$ cat config.mk
export PLATFORM = sky130hd
export DESIGN_NAME = dsp_result_collector
export DESIGN_NICKNAME = d
export VERILOG_FILES = /design/src/rtl/dsp_pkg.sv /design/src/rtl/sync_fifo_core.sv /design/src/rtl/dsp_result_collector.sv
export SDC_FILE = /design/constraint.sdc
export NUM_CORES = 1
export LEC_CHECK = 0
export ABC_AREA = 0
export ABC_CLOCK_PERIOD_IN_PS = 8800
export BUFFER_PORTS_ARGS = -buffer_cell sky130_fd_sc_hd__clkbuf_2
export CORE_ASPECT_RATIO = 0.75
export CORE_MARGIN = 1.5
export CORE_UTILIZATION = 45
export DETAILED_ROUTE_END_ITERATION = 8
export PLACE_DENSITY = 0.66
export SLEW_MARGIN = 20
export SYNTH_ARGS = -nofsm -noshare
export SYNTH_HDL_FRONTEND = slang
export SYNTH_HIERARCHICAL = 1
export SYNTH_SLANG_ARGS = --single-unit
$ cat constraint.sdc
create_clock -name clk -period 8.8 [get_ports clk]
set_clock_uncertainty 0.15 [all_clocks]
set_input_delay 0.44 -clock clk [delete_from_list [all_inputs] [get_ports clk]]
set_output_delay 0.44 -clock clk [all_outputs]
set_load 0.01 [all_outputs]
$ cat src/rtl/dsp_pkg.sv
// Shared definitions for the DSP output-side collector: default widths,
// the legal latency range and the pointer-width helper.
package dsp_pkg;

  localparam int PW_DEFAULT = 48;
  localparam int LAT_MIN    = 0;
  localparam int LAT_MAX    = 4;

  // Number of address bits needed to index n entries (n >= 1).
  function automatic int clog2(input int n);
    int r;
    r = 0;
    while ((1 << r) < n) r++;
    return r;
  endfunction

endpackage

$ cat src/rtl/sync_fifo_core.sv
// Result storage: power-of-two register FIFO with extended pointers.
// Full/empty come from the pointer MSB compare.
module sync_fifo_core
  import dsp_pkg::*;
#(
  parameter int PW    = PW_DEFAULT,
  parameter int DEPTH = 4
) (
  input  logic                      clk,
  input  logic                      rst,
  input  logic                      wr_en,
  input  logic [PW-1:0]             wr_data,
  input  logic                      rd_en,
  output logic [PW-1:0]             rd_data,
  output logic                      full,
  output logic [clog2(DEPTH):0]     count
);

  localparam int AW = clog2(DEPTH);

  logic [PW-1:0] mem [DEPTH];
  logic [AW:0]   wr_ptr;
  logic [AW:0]   rd_ptr;

  assign full    = (wr_ptr[AW] != rd_ptr[AW]) && (wr_ptr[AW-1:0] == rd_ptr[AW-1:0]);
  assign count   = wr_ptr - rd_ptr;
  assign rd_data = mem[rd_ptr[AW-1:0]];

  always_ff @(posedge clk or posedge rst) begin
    if (rst) begin
      wr_ptr <= '0;
      rd_ptr <= '0;
      for (int i = 0; i < DEPTH; i++) mem[i] <= '0;
    end else begin
      if (wr_en) begin
        mem[wr_ptr[AW-1:0]] <= wr_data;
        wr_ptr              <= wr_ptr + 1'b1;
      end
      // A read of an empty FIFO is ignored so the pointers never cross.
      if (rd_en && (count != '0)) rd_ptr <= rd_ptr + 1'b1;
    end
  end

endmodule

$ cat src/rtl/dsp_result_collector.sv
// Tracks accepted operand sets through the DSP latency and captures the
// matching P result; credits reserve a FIFO slot at acceptance time.
module dsp_result_collector
  import dsp_pkg::*;
#(
  parameter int PW    = PW_DEFAULT,
  parameter int LAT   = 2,
  parameter int DEPTH = 4,
  parameter int CW    = 5
) (
  input  logic          clk,
  input  logic          rst,
  input  logic          in_valid,
  output logic          in_ready,
  input  logic [PW-1:0] dsp_p,
  output logic          out_valid,
  input  logic          out_ready,
  output logic [PW-1:0] out_data,
  output logic [CW-1:0] occupancy,
  output logic          overflow
);

  localparam int AW = clog2(DEPTH);

  // Handshakes: a transfer happens on a cycle where valid & ready are both
  // high at the rising edge; ready never depends on the same-side valid.
  logic          accept;
  logic          pop;
  logic          cap;
  logic          wr_en;
  logic          fifo_full;
  logic [AW:0]   fifo_count;
  logic [CW-1:0] occ_q;
  logic          ovf_q;

  assign in_ready  = (occ_q < CW'(DEPTH));
  assign accept    = in_valid & in_ready;
  assign out_valid = (fifo_count != '0);
  assign pop       = out_valid & out_ready;
  assign occupancy = occ_q;
  assign overflow  = ovf_q;

  generate
    if (LAT == 0) begin : g_lat0
      assign cap = accept;
    end else begin : g_pipe
      logic [LAT-1:0] track_q;
      always_ff @(posedge clk or posedge rst) begin
        if (rst) begin
          track_q <= '0;
        end else begin
          track_q[0] <= accept;
          for (int i = 1; i < LAT; i++) track_q[i] <= track_q[i-1];
        end
      end
      assign cap = track_q[LAT-1];
    end
  endgenerate

  // A full FIFO can still take a capture when the head leaves this cycle.
  assign wr_en = cap & (~fifo_full | pop);

  always_ff @(posedge clk or posedge rst) begin
    if (rst) begin
      occ_q <= '0;
      ovf_q <= 1'b0;
    end else begin
      occ_q <= occ_q + CW'(accept) - CW'(pop);
      if (cap && fifo_full && !pop) ovf_q <= 1'b1;
    end
  end

  sync_fifo_core #(
    .PW    (PW),
    .DEPTH (DEPTH)
  ) u_fifo (
    .clk     (clk),
    .rst     (rst),
    .wr_en   (wr_en),
    .wr_data (dsp_p),
    .rd_en   (pop),
    .rd_data (out_data),
    .full    (fifo_full),
    .count   (fifo_count)
  );

endmodule
==> results of run 1 <==
## worst paths after layout
check	startpoint	endpoint	cells past startpoint
worst max-delay path	u_fifo/rd_ptr[0]$_DFFE_PP0P_	u_fifo/mem[30]$_DFFE_PP0P_	10
worst min-delay path	in_valid	g_pipe.track_q[0]$_DFF_PP0_	3
worst max register to register	u_fifo/rd_ptr[0]$_DFFE_PP0P_	u_fifo/mem[30]$_DFFE_PP0P_	10
worst min register to register	g_pipe.track_q[0]$_DFF_PP0_	g_pipe.track_q[1]$_DFF_PP0_	0
max in group asynchronous	rst	u_fifo/rd_ptr[0]$_DFFE_PP0P_	4
min in group asynchronous	rst	occupancy[3]$_DFF_PP0_	3
## worst max-delay path, cell delays in order (launching register included)
cell and delay, ns:
dfrtp_4 0.69, buf_12 0.28, ha_1 0.22, fa_1 0.41, xor3_2 0.28, or3_4 0.14
nand2_2 0.05, a21boi_0 0.78, nand2_2 0.68, buf_4 0.49, mux2_2 0.33
## per-layer routing
layer	wire (um)	global-route usage, %	up-vias
met5	0	0	-
met2	8920	30.7	102
met1	7770	23.1	2662
met3	1050	4.53	32
met4	357	4.19	0
li1	-	-	2202
## power groups by stage
stage          combinational [mW]  clock [mW]  sequential, mW
2_1_floorplan                1.21           0            1.56
3_5_place_dp                 1.57           0            1.70
6_report                     1.59       0.873            1.65
5_1_grt                      1.73       0.941            1.71
3_3_place_gp                 1.51           0            1.66
4_1_cts                      1.58       0.899            1.69
## registers in the layout, summed over array words and instances (netlist names)
name	cells
u_fifo/mem	192
occupancy	5
u_fifo/rd_ptr	3
u_fifo/wr_ptr	3
g_pipe.track_q	2
overflow	1
## Yosys cell counts (2+ instances only)
library cell,count
fa_1,2
nand2_1,9
a21oi_1,2
xnor2_1,6
mux4_2,48
ha_1,13
mux2_2,192
nor2_1,2
xor2_1,2
buf_4,3
dfrtp_1,206
inv_1,17
buf_2,27
## per-stage QoR
| step | std cells | hold slack, ns | power, mW |
|---|---|---|---|
| global placement | 879 | 0.190 | 3.17 |
| detailed placement | 879 | 0.204 | 3.27 |
| global route | 918 | 0.0328 | 4.38 |
| CTS | 917 | 0.0161 | 4.16 |
| finish | 919 | 0.0263 | 4.11 |
| floorplan | 545 | 0.106 | 2.77 |
## final cells by class
cell class	instances	area, sq um
sequential	206	5160
clock inverter	4	48.8
fill	1588	9030
tap	253	317
timing repair buffer	115	614
multi-input combinational	290	3720
inverter	17	71.3
antenna	1	2.50
clock buffer	33	631
## what timing repair did
| item | CTS | global route |
|---|---|---|
| hold endpoints to repair | 39 | 0 |
| setup endpoints to repair | 0 | 0 |
| hold buffers | 1 | 0 |
## logic make-up (layout without fill, tap and decap cells)
kind of cell	after synthesis	in the layout	share of synthesized area, %
adder cells (fa/ha/maj)	15	15	2.23
other	0	1	0
AND/OR/NAND/NOR	17	17	0.949
flip-flops	206	206	56.7
XOR/XNOR	9	9	1.05
multiplexers	241	241	35.8
AO/OA/AOI/OAI	8	8	0.757
buffers and inverters	49	169	2.53
==> impl_metrics.ini, run 1 <==
[die]
io_pins = 108
dieArea_sq_um = 21100
die_w_um = 167
initial_core_util_pct = 46.4
die_h_um = 126
rows = 44
core_sq_um = 19600

[power_and_ir_drop]
seq_power_share_pct = 40.0
p_leak_nw = 5.08
p_switching_mw = 1.28
irDropWorstVdd_mv = 0.154
p_int_mw = 2.83
comb_power_share_pct = 38.7
powerDensity_nw_per_um2 = 389
switching_share_pct = 31.1
clock_power_share_pct = 21.2

[yosys]
synth_edf_count = 0
netlist_instances = 545
ys_ff_latch = 206
yosys.area.top_type_share_pct = 56.7
ys.flop_type = dfrtp_1
synth_top_area_cell = dfrtp_1
async_reset_ff_share_pct = 100
yosysSeqAreaShare_pct = 56.7
ys_types = 29
ys_warn_count = 6
synth_fp_nets = 612
yosys-top-cells-area = dfrtp_1, mux2_2, mux4_2, ha_1, buf_2
syn-cell-area_sq_um = 9100
syn_avg_cell_area_sq_um = 16.7

[setup_path]
crit_path_start_kind = register
required_ns = 9.02
worstPathMaxFanout = 28
critPathKind = register to register
cp-end-kind = register
worst_ep_arrival_time_ns = 4.87
rrSetupSlack_ns = 4.14

[job]
cap_violations = 0

[sta]
setup_tns_ns = 0
finalMaxSlewViolations = 0
worst_pin_slew_ns = 0.983
fin_crit_ns = 4.66
setup_viol = 0
fmax_mhz = 215
period_share_pct = 52.9
slew_headroom_pct = 33.9
rsz0062_at_grt = false
hold_viol = 0
worst_slack_ns = 4.14

[global_routing]
grt_max_degree = 110
track_usage_pct = 17.9
grt-ovfl-total = 0
antenna_found_initial = 1
grt_pass1_vias = 5537
grt_first_pass_wirelength_mm = 29.8

[final_layout]
layout.nets = 718
final_cell_mix = dfrtp_1, mux2_2, clkbuf_2
drive_gt1_share_pct = 59.8
final_common_cell = dfrtp_1
final_cell_area_sq_um = 10600
final_core_util_pct = 53.9
syn_to_final_growth_pct = 16.1

[hold_path]
hold_class = primary input to register

[clock_network]
cts_tree = yes
clk_pin_slew_ns = 0.06
clock-sinks = 206
htreeDepth = 1
clk_path_buf_depth = 3
postCtsSetupBuffers = 0
numCtsBuffers = 21
clock_latency_ns = 0.50
post_cts_resized = 0
cts-root-buf = clkbuf_16

[routing]
postRouteAntennaNets = 0
drtIter0Drc = 198
via_per_inst = 5.44
post_drt_wl_per_cell_um = 19.7
num_vias = 4998
dr.pass1.iters = 4
drt-total-wl_mm = 18.1
drcViolationCount = 0

[placed_design]
io_buffers = 107
placed_area_sq_um = 9850
preCtsSetupSlack_ns = 3.94
dp_hpwl_mm = 11.0
gp_congestion = 0.771

[run_status]
outcome = complete, no violations
No activity file was read; power rests on OpenSTA's default activity.
==> run 2, diff against run 1 <==
- ABC_CLOCK_PERIOD_IN_PS: 8800 -> 4300
- clock period: 8.8 -> 4.3 ns (I/O delays scaled with it)
==> impl_metrics.ini, run 2 (synthesized netlist as in run 1, its figures left out) <==
[power_and_ir_drop]
irDropWorstVdd_mv = 0.532
total_power_mw = 8.62
powerDensity_nw_per_um2 = 770
p_leak_nw = 5.36

[routing]
postRouteAntennaNets = 0
via_per_inst = 5.25
drcViolationCount = 0
drtIter0Drc = 230
num_vias = 5127
drt-total-wl_mm = 18.2
dr.pass1.iters = 4
post_drt_wl_per_cell_um = 18.6

[hold_path]
hold_class = primary input to asynchronous set/reset pin

[global_routing]
grt-busiest-layer = met2
grt-ovfl-total = 0
grt_pass1_vias = 5730
grt_max_degree = 81
grt_first_pass_wirelength_mm = 30.0
track_usage_pct = 17.9
use_met1_pct = 24.8
antenna_found_initial = 0
met3_usage_pct = 3.55
use_met2_pct = 29.8

[setup_path]
crit_path_frequent_cell = nand2_2
path_cells = inv_1, ha_1, fa_1, xor3_2, or3_4, nand2_2, a21boi_0, nand2_2, buf_4, mux2_2
critPathKind = register to register
reg2reg_depth = 10
cpMaxStageDelayCell = buf_4
required_ns = 4.52
r2r_start = u_fifo/wr_ptr[0]$_DFFE_PP0P_
worst_ep_arrival_time_ns = 3.87
rrSetupSlack_ns = 0.65
timing.rr.end = u_fifo/mem[44]$_DFFE_PP0P_
cp-end-kind = register
worstPathMaxFanout = 34
crit_path_start_kind = register
crit_buf_inv = 2
cpLargestDelayFamily = simple AND/OR/NAND/NOR gates
crit_path_max_incr_delay_ns = 0.50

[clock_network]
clk_pin_slew_ns = 0.06
cts_tree = yes
postCtsSetupBuffers = 0
cts-root-buf = clkbuf_16
numCtsBuffers = 22
htreeDepth = 1
clock_latency_ns = 0.50
clk_path_buf_depth = 3
clock-sinks = 206

[final_layout]
syn_to_final_growth_pct = 23.0
layout.nets = 775
n_antenna_cell = 0
final_cell_area_sq_um = 11200
final_common_cell = dfrtp_1
largest_reg_flops = 192
final_cell_mix = dfrtp_1, mux2_2, clkbuf_2
nFillCells = 1543
final_cells = 976
final_core_util_pct = 57.1
drive_gt1_share_pct = 56.7
largest_register = u_fifo/mem

[die]
initial_core_util_pct = 46.4
die_w_um = 167
rows = 44
io_pins = 108
dieArea_sq_um = 21100
core_sq_um = 19600
die_h_um = 126

[sta]
hold_viol = 0
whs_ns = 0.0348
setup_viol = 0
worst_pin_slew_ns = 1.04
rsz0062_at_grt = false
fmax_mhz = 274
worst_slack_ns = 0.650
finalMaxSlewViolations = 0
setup_tns_ns = 0
period_share_pct = 84.9
slew_headroom_pct = 29.9
fin_crit_ns = 3.65

[placed_design]
dp_hpwl_mm = 11.1
gp_congestion = 0.711
preCtsSetupSlack_ns = 0.667
io_buffers = 107
placed_area_sq_um = 9910
dp_cells = 886

[run_status]
outcome = complete, no violations

[job]
cap_violations = 0
run 2: layout make-up:
type / count / area [sq um] / area share, %
multi-input cells: 290 / 3720 / 33.3
repair buffers: 171 / 1160 / 10.3
clock buffers: 29 / 638 / 5.70
flip-flops and latches: 206 / 5160 / 46.1
clock inverters: 10 / 131 / 1.17
inverters: 17 / 67.6 / 0.604
well taps: 253 / 317 / 2.83
run 2: where the power goes:
part / internal, mW / total (mW) / switching (mW)
Sequential: 2.85 / 3.29 / 0.435
Clock: 1.22 / 1.97 / 0.745
Combinational: 1.91 / 3.36 / 1.45
run 2: repair_timing:
action                    CTS  global route
gates resized for setup     0             0
hold endpoints to repair  339             0
hold buffers               51             0
run 2: worst max path at each step:
stage | from | to | slack (ns) | depth (start not counted)
3_3_place_gp | u_fifo/wr_ptr[0]$_DFFE_PP0P_ | occupancy[4]$_DFF_PP0_ | 0.75 | 15
4_1_cts | u_fifo/wr_ptr[0]$_DFFE_PP0P_ | u_fifo/mem[44]$_DFFE_PP0P_ | 0.64 | 10
2_1_floorplan | u_fifo/wr_ptr[0]$_DFFE_PP0P_ | occupancy[4]$_DFF_PP0_ | 0.86 | 15
5_1_grt | u_fifo/wr_ptr[0]$_DFFE_PP0P_ | occupancy[4]$_DFF_PP0_ | 0.46 | 15
3_5_place_dp | u_fifo/wr_ptr[0]$_DFFE_PP0P_ | occupancy[4]$_DFF_PP0_ | 0.67 | 15
6_report | u_fifo/wr_ptr[0]$_DFFE_PP0P_ | u_fifo/mem[44]$_DFFE_PP0P_ | 0.65 | 10
run 2: routing by layer:
layer,share of wire [%],wire (um)
met1,46,8280
met2,48,8810
met3,4.3,788
met4,1.7,306
met5,0,0
run 2: worst register-to-register path, stage by stage, from the launching register on:
cell and delay [ns]:
dfrtp_1 0.41, inv_1 0.10, ha_1 0.21, fa_1 0.41, xor3_2 0.28, or3_4 0.41, nand2_2 0.09, a21boi_0 0.33
nand2_2 0.19, buf_4 0.50, mux2_2 0.42
==> run 3, diff against run 2 <==
- ABC_AREA: 0 -> 1
- ABC_CLOCK_PERIOD_IN_PS: 4300 -> 3500
- clock period: 4.3 -> 3.5 ns (I/O delays scaled with it)
==> impl_metrics.ini, run 3 <==
[yosys]
ys_types = 23
yosysSeqAreaShare_pct = 55.7
synth_top_area_cell = dfrtp_1
synth_compound_gate_area_share_pct = 19.1
synthTopCellsByCount = o21ai_0, nand2_1, dfrtp_1
syn-cell-area_sq_um = 9250
netlist_instances = 1045
yosys-top-cells-area = dfrtp_1, o21ai_0, nand2_1, nor2_1, o22ai_1
synth_mux_area_share_pct = 0
synth.most_common_cell = o21ai_0
synthSimpleGateAreaFrac_pct = 14.0
synth_fp_nets = 1112
ys_warn_count = 6
ys.flop_type = dfrtp_1
synthAdderAreaFrac_pct = 2.19
synth_top_family_by_area = compound AO/OA/AOI/OAI gates
synth_edf_count = 0
async_reset_ff_share_pct = 100
synth_xor_area_share_pct = 0.379
yosys.area.top_type_share_pct = 55.7
ys_ff_latch = 206
syn_avg_cell_area_sq_um = 8.85

[setup_path]
worst_ep_arrival_time_ns = 3.47
crit_buf_inv = 4
crit_path_start_kind = register
path_cells = inv_1, ha_1, fa_1, nand3_1, nand2_1, nor2_1, nand2_1, nand2_1, inv_1, ha_1, inv_1, ha_1, inv_1, fa_1, nand3b_1, nand3b_1, nand2_1
crit_path_max_incr_delay_ns = 0.40
cp-end-kind = register
cpMaxStageDelayCell = dfrtp_1
worstPathMaxFanout = 5
cpLargestDelayFamily = adder cells
required_ns = 3.73
reg2reg_depth = 17
crit_cells = 17
critPathKind = register to register

[global_routing]
grt_max_degree = 98
antenna_found_initial = 0
track_usage_pct = 20.7
grt-ovfl-total = 0
grt_first_pass_wirelength_mm = 36.3
grt_pass1_vias = 7122

[sta]
setup_viol = 0
fin_crit_ns = 3.24
hold_viol = 0
rsz0062_at_grt = false
period_share_pct = 92.6
fmax_mhz = 309
finalMaxSlewViolations = 0
worst_slack_ns = 0.259
setup_tns_ns = 0
slew_headroom_pct = 51.6
worst_pin_slew_ns = 0.727

[final_layout]
layout.nets = 1238
n_antenna_cell = 0
largest_register = u_fifo/mem
final_core_util_pct = 54.5
nFillCells = 1860
largest_reg_flops = 192
syn_to_final_growth_pct = 19.0
final_cell_mix = o21ai_0, nand2_1, dfrtp_1
final_common_cell = o21ai_0
drive_gt1_share_pct = 13.9

[routing]
drcViolationCount = 0
dr.pass1.iters = 5
num_vias = 7409
drtIter0Drc = 559
postRouteAntennaNets = 0
drt-total-wl_mm = 21.6
via_per_inst = 5.14
post_drt_wl_per_cell_um = 15.0

[die]
core_sq_um = 20200
rows = 45
die_w_um = 169
die_h_um = 127
io_pins = 108
initial_core_util_pct = 45.8
dieArea_sq_um = 21400

[clock_network]
clk_pin_slew_ns = 0.07
htreeDepth = 1
clock_latency_ns = 0.49
numCtsBuffers = 21
post_cts_resized = 0
cts_tree = yes
clock-sinks = 206
clk_path_buf_depth = 3
cts-root-buf = clkbuf_16

[placed_design]
gp_congestion = 0.765
preCtsSetupSlack_ns = 0.290
io_buffers = 107
dp_hpwl_mm = 12.4

[job]
cap_violations = 0

[power_and_ir_drop]
switching_share_pct = 39.1
powerDensity_nw_per_um2 = 925
comb_power_share_pct = 40.8
seq_power_share_pct = 38.6
p_leak_nw = 5.50
clock_power_share_pct = 20.5
p_int_mw = 6.20
irDropWorstVdd_mv = 0.452
p_switching_mw = 3.98

[hold_path]
hold_class = primary input to asynchronous set/reset pin

[run_status]
outcome = complete, no violations
run 3: cell count changes in the layout (fill, tap and decap cells not counted), sizes merged, moves of 3 or more:
cell,before,now
buf,13,17
bufinv,3,0
inv,17,75
mux2,193,0
mux4,48,0
nand2,10,223
nand3,0,8
nor2,2,98
o21ai,1,289
o22ai,0,48
xnor2,6,1
run 3: worst paths after layout:
| kind | startpoint | end | slack (ns) |
|---|---|---|---|
| setup / recovery | u_fifo/wr_ptr[0]$_DFFE_PP0P_ | occupancy[4]$_DFF_PP0_ | 0.26 |
| hold / removal | rst | occupancy[4]$_DFF_PP0_ | 0.05 |
| setup reg to reg | u_fifo/wr_ptr[0]$_DFFE_PP0P_ | occupancy[4]$_DFF_PP0_ | 0.26 |
| hold reg to reg | g_pipe.track_q[0]$_DFF_PP0_ | g_pipe.track_q[1]$_DFF_PP0_ | 0.21 |
| max in group asynchronous | rst | u_fifo/mem[19]$_DFFE_PP0P_ | 2.52 |
| min in group clk | g_pipe.track_q[0]$_DFF_PP0_ | g_pipe.track_q[1]$_DFF_PP0_ | 0.21 |
run 3: logic make-up (layout without fill, tap and decap cells):
family / Yosys count / in the layout
flip-flops: 206 / 206
adder cells (fa/ha/maj): 15 / 15
AO/OA/AOI/OAI: 341 / 341
AND/OR/NAND/NOR: 331 / 331
XOR/XNOR: 4 / 4
buffers and inverters: 148 / 287
run 3: worst min-delay path: cells and delay by family:
| kind | cells | cell delay (ns) |
|---|---|---|
| buf+inv | 3 | 0.90 |
run 3: what timing repair did:
item                                   CTS  global route
hold buffers                            51             0
buffers inserted                         0             0
endpoints found under the hold margin  246             0
run 3: per-stage QoR:
step / cells / area [sq um] / total power, mW / hold WS (ns)
after floorplan: 1045 / 9260 / 6.85 / -0.159
after global placement: 1354 / 9840 / 7.99 / 0.00927
after detailed placement: 1354 / 9840 / 8.09 / 0.00273
after CTS: 1441 / 11000 / 10.3 / 0.0405
after global routing: 1442 / 11000 / 11.1 / 0.102
final: 1442 / 11000 / 10.2 / 0.0518
run 3: cell type report:
type                    instances  area, sq um  area share [%]
clock buffers                  29          596            5.41
clock inverters                 7         41.3           0.375
inverters                      76          294            2.67
multi-input cells             691         3300            30.0
flip-flops and latches        206         5160            46.8
well taps                     258          323            2.93
repair buffers                175         1300            11.8
run 3: power by group through the flow:
| stage | Clock, mW | Sequential [mW] | Combinational, mW |
|---|---|---|---|
| after detailed placement | 0 | 3.95 | 4.14 |
| after CTS | 2.15 | 3.93 | 4.20 |
| after floorplan | 0 | 3.85 | 2.99 |
| after global routing | 2.24 | 4.06 | 4.75 |
| final | 2.09 | 3.93 | 4.16 |
| after global placement | 0 | 3.93 | 4.06 |
run 3: metal layers:
metal | up-vias | share of wire [%] | global-route usage [%]
li1 | 3682 | - | -
met1 | 3524 | 50 | 30.2
met2 | 178 | 45 | 33.4
met3 | 25 | 4.4 | 2.73
met4 | 0 | 1.5 | 3.83
met5 | - | 0 | 0
